**src/rtl/banco_pkg.sv**
```systemverilog
// Shared types and default widths for the multi-port register bank and its clear sequencer.
package banco_pkg;

  localparam int BIT_ADDR_DEF = 3;
  localparam int BIT_DATO_DEF = 8;
  localparam int NUM_RD_DEF   = 2;

  typedef enum logic {
    IDLE  = 1'b0,
    CLEAR = 1'b1
  } state_t;

endpackage

```
**src/rtl/banco_clear_fsm.sv**
```systemverilog
// Sequential bank-clear controller: walks a counter across every register address,
// zeroing one register per cycle while busy is asserted.
module banco_clear_fsm
  import banco_pkg::*;
#(
  parameter int BIT_ADDR = BIT_ADDR_DEF
) (
  input  logic                clk,
  input  logic                rst,
  input  logic                clr_req,
  output logic                busy,
  output logic [BIT_ADDR-1:0] clr_addr,
  output logic                clr_we
);

  localparam logic [BIT_ADDR-1:0] LAST_ADDR = '1;

  state_t              state;
  logic [BIT_ADDR-1:0] cnt;

  // NOTE: sequential state uses non-blocking assignments so every flop samples pre-edge values.
  always_ff @(posedge clk or negedge rst) begin
    if (!rst) begin
      state <= IDLE;
      cnt   <= '0;
    end else if (state == IDLE) begin
      if (clr_req) begin
        state <= CLEAR;
        cnt   <= '0;
      end
    end else begin
      // The counter wraps back to 0 on the last address, ready for the next sequence.
      cnt <= cnt + BIT_ADDR'(1);
      if (cnt == LAST_ADDR) state <= IDLE;
    end
  end

  assign busy     = (state == CLEAR);
  assign clr_we   = busy;
  assign clr_addr = cnt;

endmodule

```
**src/rtl/banco_registro_mp.sv**
```systemverilog
// Multi-read-port register bank with registered reads, optional hardwired-zero register
// and a sequential clear. Define BANCO_REGISTRO_BYPASS_EN for write-first forwarding.
module banco_registro_mp
  import banco_pkg::*;
#(
  parameter int BIT_ADDR = BIT_ADDR_DEF,
  parameter int BIT_DATO = BIT_DATO_DEF,
  parameter int NUM_RD   = NUM_RD_DEF,
  parameter int ZERO_REG = 1
) (
  input  logic                         clk,
  input  logic                         rst,
  input  logic [NUM_RD-1:0]            rd_en,
  input  logic [NUM_RD*BIT_ADDR-1:0]   rd_addr,
  output logic [NUM_RD*BIT_DATO-1:0]   rd_data,
  output logic [NUM_RD-1:0]            rd_valid,
  input  logic                         wr_en,
  input  logic [BIT_ADDR-1:0]          wr_addr,
  input  logic [BIT_DATO-1:0]          wr_data,
  input  logic                         clr_req,
  output logic                         busy
);

  localparam int NREG = 2 ** BIT_ADDR;

  logic [BIT_DATO-1:0] regs [NREG];
  logic [BIT_ADDR-1:0] clr_addr;
  logic                clr_we;
  logic                wr_accept;
  logic [BIT_DATO-1:0] rd_next [NUM_RD];

  banco_clear_fsm #(.BIT_ADDR(BIT_ADDR)) u_clear_fsm (
    .clk      (clk),
    .rst      (rst),
    .clr_req  (clr_req),
    .busy     (busy),
    .clr_addr (clr_addr),
    .clr_we   (clr_we)
  );

  assign wr_accept = wr_en && !busy && !((ZERO_REG != 0) && (wr_addr == '0));

  // NOTE: the array is reset because cleared-to-zero contents after reset are architectural.
  always_ff @(posedge clk or negedge rst) begin
    if (!rst) begin
      for (int i = 0; i < NREG; i++) regs[i] <= '0;
    end else if (clr_we) begin
      regs[clr_addr] <= '0;
    end else if (wr_accept) begin
      regs[wr_addr] <= wr_data;
    end
  end

  for (genvar g = 0; g < NUM_RD; g++) begin : g_rd
    logic [BIT_ADDR-1:0] addr;
    assign addr = rd_addr[g*BIT_ADDR +: BIT_ADDR];

    // NOTE: default assignment first keeps this block free of inferred latches.
    always_comb begin
      rd_next[g] = regs[addr];
      if ((ZERO_REG != 0) && (addr == '0)) rd_next[g] = '0;
`ifdef BANCO_REGISTRO_BYPASS_EN
      if (wr_accept && (wr_addr == addr)) rd_next[g] = wr_data;
`endif
    end
  end

  always_ff @(posedge clk or negedge rst) begin
    if (!rst) begin
      rd_data  <= '0;
      rd_valid <= '0;
    end else begin
      rd_valid <= rd_en;
      for (int i = 0; i < NUM_RD; i++) begin
        if (rd_en[i]) rd_data[i*BIT_DATO +: BIT_DATO] <= rd_next[i];
      end
    end
  end

endmodule

```
**config.mk**
```make
export PLATFORM = sky130hd
export DESIGN_NAME = banco_registro_mp
export DESIGN_NICKNAME = d
export VERILOG_FILES = /design/src/rtl/banco_pkg.sv /design/src/rtl/banco_clear_fsm.sv /design/src/rtl/banco_registro_mp.sv
export SDC_FILE = /design/constraint.sdc
export NUM_CORES = 1
export LEC_CHECK = 0
export CORE_MARGIN = 3
export CORE_UTILIZATION = 52
export CTS_BUF_LIST = sky130_fd_sc_hd__clkbuf_16
export CTS_CLUSTER_SIZE = 25
export DETAILED_ROUTE_END_ITERATION = 12
export PLACE_DENSITY = 0.74
export SYNTH_ARGS = -nofsm -noshare
export SYNTH_HDL_FRONTEND = slang
export SYNTH_HIERARCHICAL = 1
export SYNTH_SLANG_ARGS = --single-unit
```
**constraint.sdc**
```tcl
create_clock -name clk -period 2.75 [get_ports clk]
set_input_delay 0.825 -clock clk [delete_from_list [all_inputs] [get_ports clk]]
set_output_delay 0.825 -clock clk [all_outputs]
set_load 0.1 [all_outputs]
```
==> results of run 1 <==
[area by class of cell]
| class | instances | share of cell area, % |
|---|---|---|
| Clock buffer | 9 | 4.58 |
| Clock inverter | 7 | 1.35 |
| Timing Repair Buffer | 59 | 10.8 |
| Multi-Input combinational cell | 319 | 40.8 |
| Inverter | 2 | 0.153 |
| Tap cell | 99 | 2.52 |
| Sequential cell | 78 | 39.7 |
[flip-flops by register name, indices dropped and copies added, names as in the netlist]
signal and cells:
rd_data 16, rd_valid 2, regs 56, u_clear_fsm/busy 1, u_clear_fsm/clr_addr 3
[worst max-delay path by stage]
stage / from / slack [ns] / to / cells after the start
2_1_floorplan: u_clear_fsm/busy$_DFF_PN0_ / 0.49 / regs[0]$_DFFE_PN0P_ / 7
3_3_place_gp: rd_addr[0] / 0.13 / rd_data[0]$_DFFE_PN0P_ / 7
3_5_place_dp: rd_addr[0] / 0.10 / rd_data[6]$_DFFE_PN0P_ / 6
4_1_cts: rd_addr[0] / 0.42 / rd_data[0]$_DFFE_PN0P_ / 7
5_1_grt: rd_addr[0] / 0.36 / rd_data[6]$_DFFE_PN0P_ / 6
6_report: rd_addr[0] / 0.43 / rd_data[0]$_DFFE_PN0P_ / 7
[kinds of logic (layout without fill, tap and decap cells)]
logic type	Yosys count	after routing	share of synthesized area, %
AOI/OAI and AO/OA	90	90	13.9
adders and majority gates	2	2	0.609
buffers and inverters	23	77	3.60
DFF	78	78	47.5
muxes	57	57	15.4
and+or+nand+nor	170	170	19.0
[metrics by stage]
stage	utilization, %	setup WS, ns	hold slack (ns)	instances	cell area, um^2
after floorplan	-	0.493	0.482	420	4110
after global placement	62.1	0.135	0.489	557	4620
after detailed placement	62.1	0.100	0.501	557	4620
after CTS	66.0	0.422	0.434	573	4910
after global routing	66.0	0.358	0.450	573	4910
final	66.0	0.426	0.423	573	4910
[worst register-to-register path, stage by stage (launching register included)]
cell and delay, ns:
sky130_fd_sc_hd__dfrtp_1 0.64, sky130_fd_sc_hd__nor3b_2 0.35, sky130_fd_sc_hd__and4_1 0.61, sky130_fd_sc_hd__o21ai_0 0.21
[metal layers]
layer | routed length (um) | GRT usage (%) | share of wire (%)
met5 | 0 | 0 | 0
met4 | 349 | 11.7 | 3.1
met3 | 856 | 4.86 | 7.7
met2 | 5410 | 42.9 | 49
met1 | 4530 | 34.6 | 41
[cell usage after synthesis, types with 9 or more instances]
master                       n
sky130_fd_sc_hd__a22oi_1     9
sky130_fd_sc_hd__nand3_1    21
sky130_fd_sc_hd__nand2_1   113
sky130_fd_sc_hd__o21ai_0    47
sky130_fd_sc_hd__nor2_1     16
sky130_fd_sc_hd__o221ai_1    9
sky130_fd_sc_hd__buf_4       9
sky130_fd_sc_hd__mux2_2     29
sky130_fd_sc_hd__dfrtp_1    78
sky130_fd_sc_hd__o22a_1      9
sky130_fd_sc_hd__mux2i_1    26
[power by group through the flow]
stage	Clock [W]	Sequential (W)	Combinational, W
floorplan	0	0.00212	0.000701
global placement	0	0.00182	0.00143
detailed placement	0	0.00184	0.00148
CTS	0.00117	0.00182	0.00149
global route	0.00123	0.00187	0.00161
finish	0.00117	0.00184	0.00149
==> impl_summary.log, run 1 <==
[metrics] cell chain of the critical path: clkdlybuf4s50_1 -> buf_4 -> buf_12 -> mux2_2 -> o22ai_1 -> a21oi_1 -> mux2_2
[metrics] Yosys cell types: 34
[metrics] number of failing hold endpoints at the final stage: 0
[metrics] main flop type after synthesis: sky130_fd_sc_hd__dfrtp_1
[metrics] area of the die: 9000 um^2
[metrics] detailed-route wire length per cell: 19.4 um
[metrics] Post-CTS Setup Bufs: 0
[metrics] setup tns final: 0 ns
[metrics] via count: 3499
[metrics] Max Fanout on Critical Path: 19
[metrics] core footprint: 7450 um^2
[metrics] later-pin clock latency in the skew report: 0.33 ns
[metrics] r2r worst-path depth: 3
[metrics] Final nets: 494
[metrics] number of flops mapped to enable cells by yosys: 0
[metrics] Mapped Avg Cell Area: 9.78 um^2
[metrics] layout cells sized above 1: 19.6%
[metrics] share of power burned in registers: 40.8%
[metrics] status: finished, final reports clean
[metrics] part of the Yosys area used for sequential elements: 47.5%
[metrics] post-layout min period: 2.32 ns
[metrics] Detailed Place HPWL: 8050 um
[metrics] cell class contributing the biggest share of worst-path delay: buffers and inverters
[metrics] Die X-Extent: 94.9 um
[metrics] number of buffers and inverters on the critical path: 3
[metrics] crit end category: flip-flop
[metrics] VDD IR-drop max: 637 uV
[metrics] final-report setup violation count: 0
[metrics] async set-or-reset flop fraction in the synthesized netlist: 100%
[metrics] Critical R2R Capture: regs[3]$_DFFE_PN0P_
[metrics] count of standard-cell rows: 31
[metrics] total of flip-flops plus latches after synthesis: 78
[metrics] Post-route DRC: 0
[metrics] number of global-route vias before repair: 3429
[metrics] clock buffer count from CTS: 9
[metrics] Data required, critical path: 2.97 ns
[metrics] combined area of all synthesized cells: 4110 um^2
[metrics] unrepaired setup endpoints after global routing: no
[metrics] kind of start point of the critical path: primary input
[metrics] static leakage: 2.20 nW
[metrics] worst min path class: primary input to asynchronous set/reset pin
[metrics] Synth Warn #: 6
[metrics] Internal Power: 0.00270 W
[metrics] Port Buf Inserts: 41
[metrics] Relative slew margins: 51.7%
[metrics] antenna violations before repair: 0
[metrics] Comb pwr share: 33.1%
[metrics] number of buffers inserted for hold repair after clock tree synthesis: 0
[metrics] final wirelength: 11100 um
[metrics] CTS sink cnt: 78
[metrics] cell type with the largest total area after synthesis: sky130_fd_sc_hd__dfrtp_1
[metrics] clock slew seen by the registers of the worst setup and hold paths: 0.06 ns
[metrics] clock root buffer: sky130_fd_sc_hd__clkbuf_16
[metrics] Slowest-stage cell, CP: sky130_fd_sc_hd__clkdlybuf4s50_1
[metrics] number of search-and-repair iterations in the first detailed-routing pass: 6
[metrics] largest clock skew in the final design: 0.00527 ns
[metrics] commonest non-fill, non-tap cell in the layout: sky130_fd_sc_hd__nand2_1
[metrics] net count after synthesis: 445
[metrics] commonest cells after routing, fill and taps aside: sky130_fd_sc_hd__nand2_1, sky130_fd_sc_hd__dfrtp_1, sky130_fd_sc_hd__o21ai_0, sky130_fd_sc_hd__buf_4, sky130_fd_sc_hd__mux2_2
[metrics] global-route wire length before repair: 17900 um
[metrics] count of pins over their slew limit: 0
[metrics] portion of synthesized cell area occupied by the leading cell type: 47.5%
[metrics] net load switching power: 0.00179 W
[metrics] clock tree from TritonCTS: yes
[metrics] maximum number of pins on one net before global-route repair: 49
[metrics] Sw Ratio: 39.9%
[metrics] maximum clock insertion buffer count: 2
[metrics] number of filler cells placed in the layout: 585
[metrics] combined area of the multi-input logic cells: 2010 um^2
[metrics] CP peak stage delay: 0.45 ns
[metrics] I/O pins: 42
[metrics] Tightest Pin Transition: 0.724 ns
[metrics] Worst R2R Setup Slack: 0.80 ns
[metrics] portion of total power attributed to the clock network: 26.1%
[metrics] post-route fraction of the period consumed by the critical path: 84.5%
[metrics] die height: 94.9 um
[metrics] Initial Util: 55.1%
[metrics] overall routing resource usage: 26.4%
[metrics] Max Cap Viol: 0
[metrics] vias per cell: 6.11
[metrics] initial drt markers: 275
[metrics] number of antenna repair diodes: 0
[metrics] data arrival time of the critical path: 2.54 ns
[metrics] # resized after CTS: 0
[metrics] global-route congestion overflow total: 0
[metrics] post-route ant nets: 0
[metrics] cell types with the largest area share after synthesis: sky130_fd_sc_hd__dfrtp_1, sky130_fd_sc_hd__nand2_1, sky130_fd_sc_hd__mux2_2, sky130_fd_sc_hd__mux2i_1, sky130_fd_sc_hd__o21ai_0
[metrics] depth of the CTS H-tree: 3
[metrics] cell area power density: 914 nW/um^2
[metrics] Final Power: 0.00449 W
[metrics] worst flop-to-flop path startpoint: u_clear_fsm/busy$_DFF_PN0_
[metrics] Synth-to-Final Area Change: 19.7%
[metrics] final weighted congestion in routability-driven placement: 0.962
[metrics] Reg area: 1950 um^2
[metrics] Syn Inst Count: 420
[metrics] library cell appearing most often on the critical path: sky130_fd_sc_hd__mux2_2
[metrics] Setup CP Type: primary input to flip-flop
[metrics] fmax: 0.430 GHz
No activity file was read; power rests on OpenSTA's default activity.
==> run 2, diff against run 1 <==
clock period = 2.4 ns   (was 2.75 ns; I/O delays follow)
==> run 2 against run 1 <==
Worst hold slack got worse by 0.088 ns; largest cell class unchanged; setup slack got worse by 0.19 ns; via count decreased by 1.7%; critical endpoint is now rd_data[6]$_DFFE_PN0P_; die area unchanged; sequential power increased by 14%; critical path type unchanged.
==> impl_summary.log, run 2 (same netlist as run 1, synthesis figures left out) <==
[metrics] static leakage: 2.26 nW
[metrics] Largest register FFs: 56
[metrics] fmax: 0.462 GHz
[metrics] post-route ant nets: 0
[metrics] Initial Util: 55.1%
[metrics] initial drt markers: 283
[metrics] Synth-to-Final Area Change: 22.0%
[metrics] number of search-and-repair iterations in the first detailed-routing pass: 5
[metrics] detailed-route wire length per cell: 18.5 um
[metrics] commonest non-fill, non-tap cell in the layout: sky130_fd_sc_hd__nand2_1
[metrics] Data required, critical path: 2.62 ns
[metrics] antenna violations before repair: 0
[metrics] final weighted congestion in routability-driven placement: 0.935
[metrics] core footprint: 7450 um^2
[metrics] Tightest Pin Transition: 0.705 ns
[metrics] unrepaired setup endpoints after global routing: no
[metrics] status: finished, final reports clean
[metrics] layout cells sized above 1: 21.5%
[metrics] die height: 94.9 um
[metrics] clock tree from TritonCTS: yes
[metrics] Final Power: 0.00525 W
[metrics] crit end category: flip-flop
[metrics] number of global-route vias before repair: 3388
[metrics] CTS sink cnt: 78
[metrics] later-pin clock latency in the skew report: 0.33 ns
[metrics] final-report setup violation count: 0
[metrics] overall routing resource usage: 25.7%
[metrics] final wirelength: 10800 um
[metrics] post-layout min period: 2.16 ns
[metrics] worst min path class: primary input to asynchronous set/reset pin
[metrics] global-route congestion overflow total: 0
[metrics] cell area power density: 1050 nW/um^2
[metrics] r2r worst-path depth: 4
[metrics] # resized after CTS: 0
[metrics] clock slew seen by the registers of the worst setup and hold paths: 0.06 ns
[metrics] commonest cells after routing, fill and taps aside: sky130_fd_sc_hd__nand2_1, sky130_fd_sc_hd__dfrtp_1, sky130_fd_sc_hd__o21ai_0, sky130_fd_sc_hd__buf_4, sky130_fd_sc_hd__mux2_2
[metrics] number of antenna repair diodes: 0
[metrics] count of pins over their slew limit: 0
[metrics] Max Fanout on Critical Path: 9
[metrics] VDD IR-drop max: 945 uV
[metrics] setup slack after placement: -0.0599 ns
[metrics] Detailed Place HPWL: 7990 um
[metrics] Setup CP Type: primary input to flip-flop
[metrics] vias per cell: 5.90
[metrics] maximum clock insertion buffer count: 2
[metrics] clock buffer count from CTS: 9
[metrics] Post-route DRC: 0
[metrics] Max Cap Viol: 0
[metrics] Worst R2R Setup Slack: 0.61 ns
[metrics] worst hold slack across all endpoints: 0.335 ns
[metrics] I/O pins: 42
[metrics] Port Buf Inserts: 41
[metrics] largest clock skew in the final design: 0.00603 ns
[metrics] kind of start point of the critical path: primary input
[metrics] worst flop-to-flop path startpoint: u_clear_fsm/busy$_DFF_PN0_
[metrics] clock root buffer: sky130_fd_sc_hd__clkbuf_16
[metrics] post-route fraction of the period consumed by the critical path: 90.1%
[metrics] data arrival time of the critical path: 2.38 ns
[metrics] global-route wire length before repair: 17500 um
[metrics] maximum number of pins on one net before global-route repair: 46
[metrics] Die X-Extent: 94.9 um
[metrics] Final nets: 504
[metrics] Largest Register: regs
[metrics] via count: 3439
[metrics] number of buffers inserted for hold repair after clock tree synthesis: 0
[metrics] depth of the CTS H-tree: 3
[metrics] number of failing hold endpoints at the final stage: 0
[metrics] Relative slew margins: 53.0%
[metrics] Critical R2R Capture: regs[9]$_DFFE_PN0P_
[metrics] area of the die: 9000 um^2
[metrics] count of standard-cell rows: 31
[metrics] Post-CTS Setup Bufs: 0
[metrics] Final Worst Setup Slack: 0.238 ns
==> run 2: cell count changes in the layout (fill, tap and decap cells not counted), sizes merged <==
cell,before,now
buf,38,48
bufinv,1,2
clkinvlp,2,1
==> run 2: per-stage QoR <==
stage                     instances  utilization, %  area (um^2)  TNS, ns
after global placement          567            62.9         4690  -0.0993
after floorplan                 420               -         4110        0
final                           583            67.3         5010        0
after global routing            583            67.3         5010        0
after detailed placement        567            62.9         4690   -0.179
after CTS                       583            67.3         5010        0
==> run 2: worst max-delay path, cell delays in order <==
cell and delay (ns):
sky130_fd_sc_hd__clkdlybuf4s50_1 0.46, sky130_fd_sc_hd__buf_4 0.17, sky130_fd_sc_hd__buf_4 0.16, sky130_fd_sc_hd__mux2_2 0.34, sky130_fd_sc_hd__o22ai_1 0.20, sky130_fd_sc_hd__nor2_1 0.08
sky130_fd_sc_hd__mux2_2 0.26
==> run 2: worst max path at each step <==
stage                          startpoint                     end  depth (start not counted)
6_report                       rd_addr[0]  rd_data[6]$_DFFE_PN0P_                          7
2_1_floorplan  u_clear_fsm/busy$_DFF_PN0_     regs[0]$_DFFE_PN0P_                          7
5_1_grt                        rd_addr[0]  rd_data[6]$_DFFE_PN0P_                          7
3_3_place_gp                   rd_addr[0]  rd_data[6]$_DFFE_PN0P_                          7
3_5_place_dp                   rd_addr[0]  rd_data[6]$_DFFE_PN0P_                          7
4_1_cts                        rd_addr[0]  rd_data[0]$_DFFE_PN0P_                          7
==> run 2: layer usage <==
| layer | part of all wire (%) | global-route usage, % | routed length, um | vias to the layer above |
|---|---|---|---|---|
| met2 | 49 | 43.0 | 5280 | 107 |
| met4 | 2.0 | 9.13 | 213 | 0 |
| met1 | 44 | 34.5 | 4740 | 1698 |
| li1 | - | - | - | 1615 |
| met3 | 4.9 | 3.27 | 523 | 19 |
| met5 | 0 | 0 | 0 | - |
==> run 2: final cells by class <==
cell class	instances	area, um^2
fill	603	2440
multi-input combinational	319	2010
sequential	78	1950
timing repair buffer	69	596
clock buffer	9	225
tap	99	124
clock inverter	7	97.6
inverter	2	7.51
==> run 2: report_power, final <==
part / internal (W) / switching (W)
sequential: 0.00168 / 0.000406
clock: 0.000914 / 0.000545
combinational: 0.000618 / 0.00109
